### src/rtl/skew_feeder.sv
// rtl/skew_feeder.sv - loads an N x N A/B matrix pair and feeds it diagonally skewed into a systolic array edge.
// Optional SKEW_FEEDER_DBUF_EN adds a shadow buffer so the next pair loads while the current one streams.
module skew_feeder #(
    parameter int N = 4,
    parameter int W = 8
) (
    input  logic           i_clk,
    input  logic           i_arst_n,
    input  logic           i_valid,
    output logic           o_ready,
    input  logic [N*W-1:0] i_a_row,
    input  logic [N*W-1:0] i_b_col,
    output logic [N*W-1:0] o_a,
    output logic [N*W-1:0] o_b,
    output logic           o_busy,
    output logic           o_done
);

    localparam int IW = (N > 1) ? $clog2(N) : 1;
    localparam int SW = $clog2(N + 1);
    localparam int CW = $clog2(2 * N);

    localparam logic [IW-1:0] LAST_BEAT  = IW'(N - 1);
    localparam logic [CW-1:0] LAST_FEED  = CW'(2 * N - 2);
    localparam logic [CW-1:0] LAST_DRAIN = CW'(N - 1);

    typedef enum logic [2:0] {
        S_IDLE,
        S_LOAD,
        S_FEED,
        S_DRAIN,
        S_DONE
    } state_t;

    state_t                     state_q, state_d;
    logic [IW-1:0]              beat_q, beat_d;
    logic [CW-1:0]              cnt_q, cnt_d;
    logic [N-1:0][N-1:0][W-1:0] a_q, a_d;
    logic [N-1:0][N-1:0][W-1:0] b_q, b_d;
    logic [N*W-1:0]             oa_q, oa_d;
    logic [N*W-1:0]             ob_q, ob_d;
    logic                       ready_q, ready_d;
    logic                       accept;

`ifdef SKEW_FEEDER_DBUF_EN
    localparam logic [SW-1:0] SH_FULL = SW'(N);

    logic [N-1:0][N-1:0][W-1:0] sa_q, sa_d;
    logic [N-1:0][N-1:0][W-1:0] sb_q, sb_d;
    logic [SW-1:0]              sh_q, sh_d;
`endif

    // A row buffer a[i][k] and B column buffer b[j][k] skew identically: lane i
    // carries element (t - i) during FEED cycle t.
    function automatic logic [N*W-1:0] skew_slice(
        input logic [N-1:0][N-1:0][W-1:0] mat,
        input logic [CW-1:0]              t
    );
        logic [N*W-1:0] res;
        res = '0;
        for (int i = 0; i < N; i++) begin
            for (int k = 0; k < N; k++) begin
                if (int'(t) == i + k) begin
                    res[i*W +: W] = mat[i][k];
                end
            end
        end
        return res;
    endfunction

    assign accept  = i_valid & ready_q;
    assign o_ready = ready_q;
    assign o_a     = oa_q;
    assign o_b     = ob_q;
    assign o_busy  = (state_q == S_FEED) || (state_q == S_DRAIN) || (state_q == S_DONE);
    assign o_done  = (state_q == S_DONE);

    always_comb begin
        state_d = state_q;
        beat_d  = beat_q;
        cnt_d   = cnt_q;
        a_d     = a_q;
        b_d     = b_q;
        oa_d    = '0;
        ob_d    = '0;
        ready_d = 1'b0;
`ifdef SKEW_FEEDER_DBUF_EN
        sa_d    = sa_q;
        sb_d    = sb_q;
        sh_d    = sh_q;

        if (accept && o_busy) begin
            sa_d[sh_q[IW-1:0]] = i_a_row;
            sb_d[sh_q[IW-1:0]] = i_b_col;
            sh_d               = sh_q + 1'b1;
        end
`endif

        case (state_q)
            S_IDLE, S_LOAD: begin
                if (accept) begin
                    a_d[beat_q] = i_a_row;
                    b_d[beat_q] = i_b_col;
                    if (beat_q == LAST_BEAT) begin
                        beat_d  = '0;
                        cnt_d   = '0;
                        state_d = S_FEED;
                    end else begin
                        beat_d  = beat_q + 1'b1;
                        state_d = S_LOAD;
                    end
                end
            end
            S_FEED: begin
                if (cnt_q == LAST_FEED) begin
                    cnt_d   = '0;
                    state_d = S_DRAIN;
                end else begin
                    cnt_d = cnt_q + 1'b1;
                end
            end
            S_DRAIN: begin
                if (cnt_q == LAST_DRAIN) begin
                    cnt_d   = '0;
                    state_d = S_DONE;
                end else begin
                    cnt_d = cnt_q + 1'b1;
                end
            end
            S_DONE: begin
                state_d = S_IDLE;
`ifdef SKEW_FEEDER_DBUF_EN
                // Shadow contents (including a beat taken this cycle) become the active pair.
                if (sh_d != '0) begin
                    a_d  = sa_d;
                    b_d  = sb_d;
                    sh_d = '0;
                    if (sh_q + SW'(accept) == SH_FULL) begin
                        cnt_d   = '0;
                        state_d = S_FEED;
                    end else begin
                        beat_d  = IW'(sh_q + SW'(accept));
                        state_d = S_LOAD;
                    end
                end
`endif
            end
            default: begin
                state_d = S_IDLE;
            end
        endcase

        // Output registers are loaded with the value for the next cycle so the
        // first FEED cycle already presents t = 0.
        if (state_d == S_FEED) begin
            oa_d = skew_slice(a_d, cnt_d);
            ob_d = skew_slice(b_d, cnt_d);
        end

`ifdef SKEW_FEEDER_DBUF_EN
        ready_d = (sh_d != SH_FULL);
`else
        ready_d = (state_d == S_IDLE) || (state_d == S_LOAD);
`endif
    end

    always_ff @(posedge i_clk or negedge i_arst_n) begin
        if (!i_arst_n) begin
            state_q <= S_IDLE;
            beat_q  <= '0;
            cnt_q   <= '0;
            a_q     <= '0;
            b_q     <= '0;
            oa_q    <= '0;
            ob_q    <= '0;
            ready_q <= 1'b0;
        end else begin
            state_q <= state_d;
            beat_q  <= beat_d;
            cnt_q   <= cnt_d;
            a_q     <= a_d;
            b_q     <= b_d;
            oa_q    <= oa_d;
            ob_q    <= ob_d;
            ready_q <= ready_d;
        end
    end

`ifdef SKEW_FEEDER_DBUF_EN
    always_ff @(posedge i_clk or negedge i_arst_n) begin
        if (!i_arst_n) begin
            sa_q <= '0;
            sb_q <= '0;
            sh_q <= '0;
        end else begin
            sa_q <= sa_d;
            sb_q <= sb_d;
            sh_q <= sh_d;
        end
    end
`endif

endmodule

### config.mk
export PLATFORM = sky130hd
export DESIGN_NAME = skew_feeder
export DESIGN_NICKNAME = d
export VERILOG_FILES = /design/src/rtl/skew_feeder.sv
export SDC_FILE = /design/constraint.sdc
export NUM_CORES = 1
export LEC_CHECK = 0
export ABC_AREA = 1
export BUFFER_PORTS_ARGS = -buffer_cell sky130_fd_sc_hd__buf_2
export CORE_UTILIZATION = 62
export CTS_BUF_LIST = sky130_fd_sc_hd__clkbuf_8
export CTS_CLUSTER_SIZE = 14
export DETAILED_ROUTE_END_ITERATION = 16
export PLACE_DENSITY_LB_ADDON = 0.05
export REMOVE_ABC_BUFFERS = 1
export SYNTH_ARGS = -nofsm -noshare
export SYNTH_HDL_FRONTEND = slang
export SYNTH_SLANG_ARGS = --single-unit
### constraint.sdc
create_clock -name i_clk -period 2.5 [get_ports i_clk]
set_input_delay 0.5 -clock i_clk [delete_from_list [all_inputs] [get_ports i_clk]]
set_output_delay 0.5 -clock i_clk [all_outputs]
set_load 0.01 [all_outputs]
==> flow_metrics.py, run 1 <==
metrics = {
    "die": {
        "fp.dieH_um": 155.7,
        "coreArea_mm2": 0.02292,
        "ios": 134,
        "placementRows": 55,
        "die_area_mm2": 0.02426,
        "start_util_pct": 63.95,
        "die_w_um": 155.7,
    },
    "cts": {
        "cts_setup_buffers": 0,
        "numCtsBuffers": 53,
        "cts_sinks": 329,
        "htree_num_levels": 2,
        "worst_skew_pair.late_latency_ns": 0.57,
        "clockBufferDepth": 3,
        "cts_resized": 0,
        "clk_pin_slew_ns": 0.06,
        "cts_root_buffer": "clkbuf_8",
        "cts_tree": "built",
        "cts_hold_buf": 1,
    },
    "synth": {
        "ys_seq_area_share_pct": 56.18,
        "syn-instance-count": 1708,
        "ys_types": 25,
        "avgSynthCellArea_um2": 8.580,
        "syn_area_mm2": 0.01466,
        "ys_ff_latch": 329,
        "ys_warn_count": 0,
    },
    "power": {
        "p_comb_share_pct": 43.6,
        "swShare_pct": 41.98,
        "p_seq_share_pct": 36.4,
        "p_clk_share_pct": 20.0,
        "powerDensity_mw_per_mm2": 1309,
        "p_int_mw": 12.83,
        "p_sw_mw": 9.282,
        "ir_drop_mv": 1.042,
        "power_leakage_nw": 9.332,
    },
    "run_status": {
        "status": "finished, final reports clean",
    },
    "grt": {
        "antenna_found_initial": 0,
        "grt_usage_pct": 33.05,
        "grt_pass1_wl_um": 62440,
        "grt_max_degree": 71,
        "grt_pass1_vias": 11738,
        "grt_overflow": 0,
    },
    "sta": {
        "hold_viol": 0,
        "relSlewSlack_pct": 70.02,
        "slew_viol_final": 0,
        "fmaxAchievable_ghz": 0.4398,
        "finalCritPeriodShare_pct": 90.96,
        "setup_violations": 0,
        "skew_ns": 0.01792,
        "grt_setup_unrepaired": "no",
        "worst_pin_slew_ns": 0.4450,
        "finalCriticalPeriod_ns": 2.274,
    },
    "routing": {
        "drt_iter0_drc": 1141,
        "vias_per_cell": 5.630,
        "post_drt_wl_per_cell_um": 17.54,
        "via_count": 12284,
        "first_pass_iters": 5,
        "ant_nets": 0,
        "drcViolationCount": 0,
        "routed_wl_um": 38280,
    },
    "placed_design": {
        "dpl-instance-area_mm2": 0.01584,
        "gp_congestion": 0.8107,
        "hpwl_um": 23460,
        "port_buffers": 133,
    },
    "final_layout": {
        "syn_to_final_growth_pct": 15.21,
        "fillerInstances": 1804,
        "layout-drive-gt1-share_pct": 15.84,
        "final_nets": 1904,
        "final_area_mm2": 0.01688,
        "fin_util_pct": 73.68,
        "antennaDiodeCount": 0,
        "final_cell_mix": "350 x nand2_1, 329 x dfrtp_1, 257 x o21ai_0",
        "final_common_cell": "nand2_1",
    },
    "setup_path": {
        "crit_required_ns": 2.97,
        "setup.worst_path.start_class": "flop",
        "cp-end-kind": "flop",
        "cp_max_fo": 64,
        "cp.arrival_ns": 2.75,
        "critPathKind": "flop to flop",
    },
    "min_path": {
        "hold_path.class": "input pin to flop",
    },
    "run": {
        "drv_cap": 0,
    },
}
## stage by stage
step           TNS, ns  setup slack, ns  hold WS (ns)  total power, mW  std cells
2_1_floorplan  -245.22           -1.876        0.2044            13.58       1583
3_3_place_gp         0           0.3075        0.4129            17.31       2086
3_5_place_dp         0           0.2599        0.4123            17.59       2086
4_1_cts              0           0.2392        0.1841            22.06       2182
5_1_grt              0          0.01235        0.2011            23.68       2182
6_report             0           0.2260        0.1994            22.11       2182
## routing by layer
layer / part of all wire (%) / wire length [µm] / GRT usage (%)
met5: 0 / 0 / 0
met3: 8.6 / 3294 / 5.667
met2: 45 / 17250 / 50.33
met1: 44 / 16940 / 48.83
met4: 2.1 / 794 / 10.13
## state kept, by name, summed over array words and instances, names as in the netlist
| name | cells |
|---|---|
| o_a | 32 |
| o_b | 32 |
| o_ready | 1 |
| a_q | 128 |
| beat_q | 2 |
| b_q | 128 |
| state_q | 3 |
| cnt_q | 3 |
## cell families after synthesis
logic type	Yosys count	synth area share (%)
adders and majority gates	8	0.6830
AOI/OAI and AO/OA	325	11.65
buffers and inverters	339	9.528
and+or+nand+nor	692	20.94
muxes	15	1.024
DFF	329	56.18
## power by group through the flow
stage | Sequential, mW | Combinational, mW | Clock [mW]
3_3_place_gp | 8.05 | 9.26 | 0
5_1_grt | 8.24 | 10.7 | 4.71
6_report | 8.06 | 9.63 | 4.42
2_1_floorplan | 8.07 | 5.51 | 0
3_5_place_dp | 8.13 | 9.46 | 0
4_1_cts | 8.06 | 9.51 | 4.49
## synth_stat cells
master / count / share of area, %
nand4_1: 112 / 4.8
nand2_1: 353 / 9.0
o211ai_1: 16 / 0.82
inv_2: 5 / 0.13
ha_1: 8 / 0.68
a21oi_1: 1 / 0.034
o21a_1: 16 / 0.82
nand3_1: 86 / 2.9
nor2_1: 114 / 2.9
o21ai_0: 257 / 8.8
buf_1: 4 / 0.10
or2_2: 17 / 0.73
mux2i_1: 15 / 1.0
nand2_2: 4 / 0.17
buf_6: 3 / 0.23
nor2_4: 2 / 0.15
inv_1: 209 / 5.4
dfrtp_1: 329 / 56
buf_4: 5 / 0.26
nand3_2: 2 / 0.14
o21ai_1: 35 / 1.2
clkbuf_1: 47 / 1.2
nor3_1: 1 / 0.034
buf_2: 66 / 2.3
nor2_2: 1 / 0.043
## worst max-delay path: stages, from the launching register on
cell	delay (ns)
dfrtp_1	0.40
ha_1	0.22
ha_1	0.27
inv_1	0.04
nand2_1	0.05
nor2_1	0.04
nor2_1	0.13
nand2_2	0.17
inv_4	0.15
buf_12	0.28
nand4_1	0.14
nand2_1	0.09
nor2_1	0.04
nor2_1	0.15
## final timing paths
path,start,end,slack (ns),depth (start not counted)
setup / recovery,cnt_q[0]$_DFF_PN0_,o_a[15]$_DFF_PN0_,0.23,13
hold / removal,i_a_row[28],a_q[124]$_DFF_PN0_,0.20,3
setup reg to reg,cnt_q[0]$_DFF_PN0_,o_a[15]$_DFF_PN0_,0.23,13
hold reg to reg,a_q[23]$_DFF_PN0_,a_q[23]$_DFF_PN0_,0.47,2
max in group asynchronous,i_arst_n,a_q[80]$_DFF_PN0_,1.35,3
min in group asynchronous,i_arst_n,a_q[13]$_DFF_PN0_,0.41,2
## final cells by class
type                       count  area (µm²)  share of cell area, %
timing repair buffer         191        1339                  7.929
multi-input combinational   1040        5081                  30.09
sequential                   329        8233                  48.76
clock buffer                  67       922.1                  5.462
inverter                     214       805.8                  4.772
tap                          313       391.6                  2.320
clock inverter                28       111.4                 0.6596
Power figures use the tool's default switching activity.
==> inputs of run 2 (changes only) <==
- clock period: 2.5 -> 2.29 ns (I/O delays scaled with it)
==> flow_metrics.py, run 2 (synthesis results as in run 1) <==
metrics = {
    "final_layout": {
        "ff_latch_area_mm2": 0.008233,
        "final_nets": 1919,
        "final_common_cell": "nand2_1",
        "layout-drive-gt1-share_pct": 16.38,
        "top_regs": "a_q (128), b_q (128)",
        "fillerInstances": 1724,
        "multi_input_area_mm2": 0.005100,
        "final_cell_mix": "349 x nand2_1, 329 x dfrtp_1, 252 x o21ai_0",
        "syn_to_final_growth_pct": 16.70,
        "final_area_mm2": 0.01710,
    },
    "sta": {
        "grt_setup_unrepaired": "yes",
        "hold_viol": 0,
        "setup_violations": 0,
        "slew_viol_final": 0,
        "finalCritPeriodShare_pct": 96.00,
        "worst_pin_slew_ns": 0.7074,
        "fmaxAchievable_ghz": 0.4549,
        "skew_ns": 0.03510,
        "relSlewSlack_pct": 52.84,
        "finalCriticalPeriod_ns": 2.198,
    },
    "cts": {
        "clk_pin_slew_ns": 0.06,
        "htree_num_levels": 2,
        "cts_root_buffer": "clkbuf_8",
        "cts_tree": "built",
        "clockBufferDepth": 3,
        "numCtsBuffers": 53,
        "cts_sinks": 329,
        "worst_skew_pair.late_latency_ns": 0.59,
    },
    "routing": {
        "ant_nets": 0,
        "drt_iter0_drc": 1160,
        "routed_wl_um": 39740,
        "drcViolationCount": 0,
        "vias_per_cell": 5.697,
        "first_pass_iters": 5,
        "via_count": 12504,
        "post_drt_wl_per_cell_um": 18.11,
    },
    "power": {
        "totalPowerFinal_mw": 24.40,
        "power_leakage_nw": 9.430,
        "powerDensity_mw_per_mm2": 1427,
        "ir_drop_mv": 1.183,
    },
    "setup_path": {
        "cp-end-kind": "flop",
        "cp_max_fo": 20,
        "cp.buffers_inverters": 3,
        "crit_path_start": "cnt_q[0]$_DFF_PN0_",
        "setup.worst_path.start_class": "flop",
        "cp.arrival_ns": 2.64,
        "critical_path.max_stage_delay_ns": 0.40,
        "cp_slowest_cell": "dfrtp_1",
        "path_common_cell": "nor2_1",
        "crit_required_ns": 2.73,
        "critPathKind": "flop to flop",
        "path_cells": "ha_1, ha_1, inv_1, nand2_1, nor2_1, nor2_1, nand2_2, clkinv_4, nand3_2, buf_12, o21ai_0, nor2_1, nor2_1",
        "cpLargestDelayFamily": "simple AND/OR/NAND/NOR gates",
        "timing.rr.start": "cnt_q[0]$_DFF_PN0_",
    },
    "grt": {
        "grt_pass1_vias": 12208,
        "antenna_found_initial": 2,
        "grt_pass1_wl_um": 64890,
        "grt_max_degree": 77,
        "grt_overflow": 0,
        "grt_usage_pct": 34.22,
    },
    "die": {
        "ios": 134,
        "placementRows": 55,
        "die_w_um": 155.7,
        "die_area_mm2": 0.02426,
        "fp.dieH_um": 155.7,
        "start_util_pct": 63.95,
        "coreArea_mm2": 0.02292,
    },
    "run": {
        "drv_cap": 0,
    },
    "min_path": {
        "hp-start": "i_a_row[28]",
        "hold_path.class": "input pin to flop",
    },
    "placed_design": {
        "gp_congestion": 0.8398,
        "hpwl_um": 24180,
        "port_buffers": 133,
        "dpl-instance-area_mm2": 0.01603,
    },
    "run_status": {
        "status": "finished, final reports clean",
    },
}
## run 2: changes by cell type in the layout (fill, tap and decap cells not counted), moves of 2 or more
cell      previous run  this run
o21ai_0            257       252
diode_2              0         2
clkbuf_8            67        59
buf_12              18        26
buf_6                0         5
o21ai_1             35        40
inv_1              234       236
## run 2: tightest hold or removal path, delay by kind of cell
| kind | cells | cell delay (ns) |
|---|---|---|
| muxes | 1 | 0.06 |
| buffers and inverters | 2 | 0.17 |
## run 2: metrics by stage
| step | TNS, ns | setup WS (ns) | std cells | util, % | hold WS, ns |
|---|---|---|---|---|---|
| final | 0 | 0.09169 | 2195 | 74.63 | 0.1498 |
| after global routing | -0.3074 | -0.04884 | 2193 | 74.61 | 0.1467 |
| after CTS | 0 | 0.02937 | 2188 | 74.13 | 0.1314 |
| after detailed placement | 0 | 0.06875 | 2096 | 69.94 | 0.4550 |
| after global placement | 0 | 0.1112 | 2096 | 69.94 | 0.4521 |
| after floorplan | -293.75 | -2.044 | 1583 | - | 0.1624 |
## run 2: what timing repair did
action | 4_1_cts | 5_1_grt
endpoints found under the setup margin | 0 | 36
hold buffers | 1 | 0
setup buffers | 0 | 4
resized for setup | 0 | 19
endpoints found under the hold margin | 60 | 0
## run 2: cell type report
cell class	instances	share of cell area (%)
inverters	214	4.726
diodes	2	0.02926
multi-input cells	1040	29.82
clock buffers	59	4.748
repair buffers	206	9.445
well taps	313	2.290
flip-flops and latches	329	48.14
clock inverters	32	0.8047
## run 2: power breakdown
part / switching, mW / internal, mW
Sequential: 0.671 / 8.11
Combinational: 7.42 / 3.59
Clock: 2.27 / 2.34
## run 2: path summary, 6_finish.rpt
path,to,slack (ns),depth (start not counted)
max,o_b[13]$_DFF_PN0_,0.09,13
min in group asynchronous,o_a[5]$_DFF_PN0_,0.46,2
min,a_q[124]$_DFF_PN0_,0.15,3
max reg2reg,o_b[13]$_DFF_PN0_,0.09,13
min reg2reg,b_q[20]$_DFF_PN0_,0.47,2
max in group asynchronous,a_q[22]$_DFF_PN0_,1.05,3
## run 2: metal layers
metal	GRT usage (%)	vias up	routed length (µm)
li1	-	5815	-
met5	0	-	0
met1	48.48	6059	17130
met4	9.757	0	749
met2	54.17	556	18690
met3	6.611	74	3176
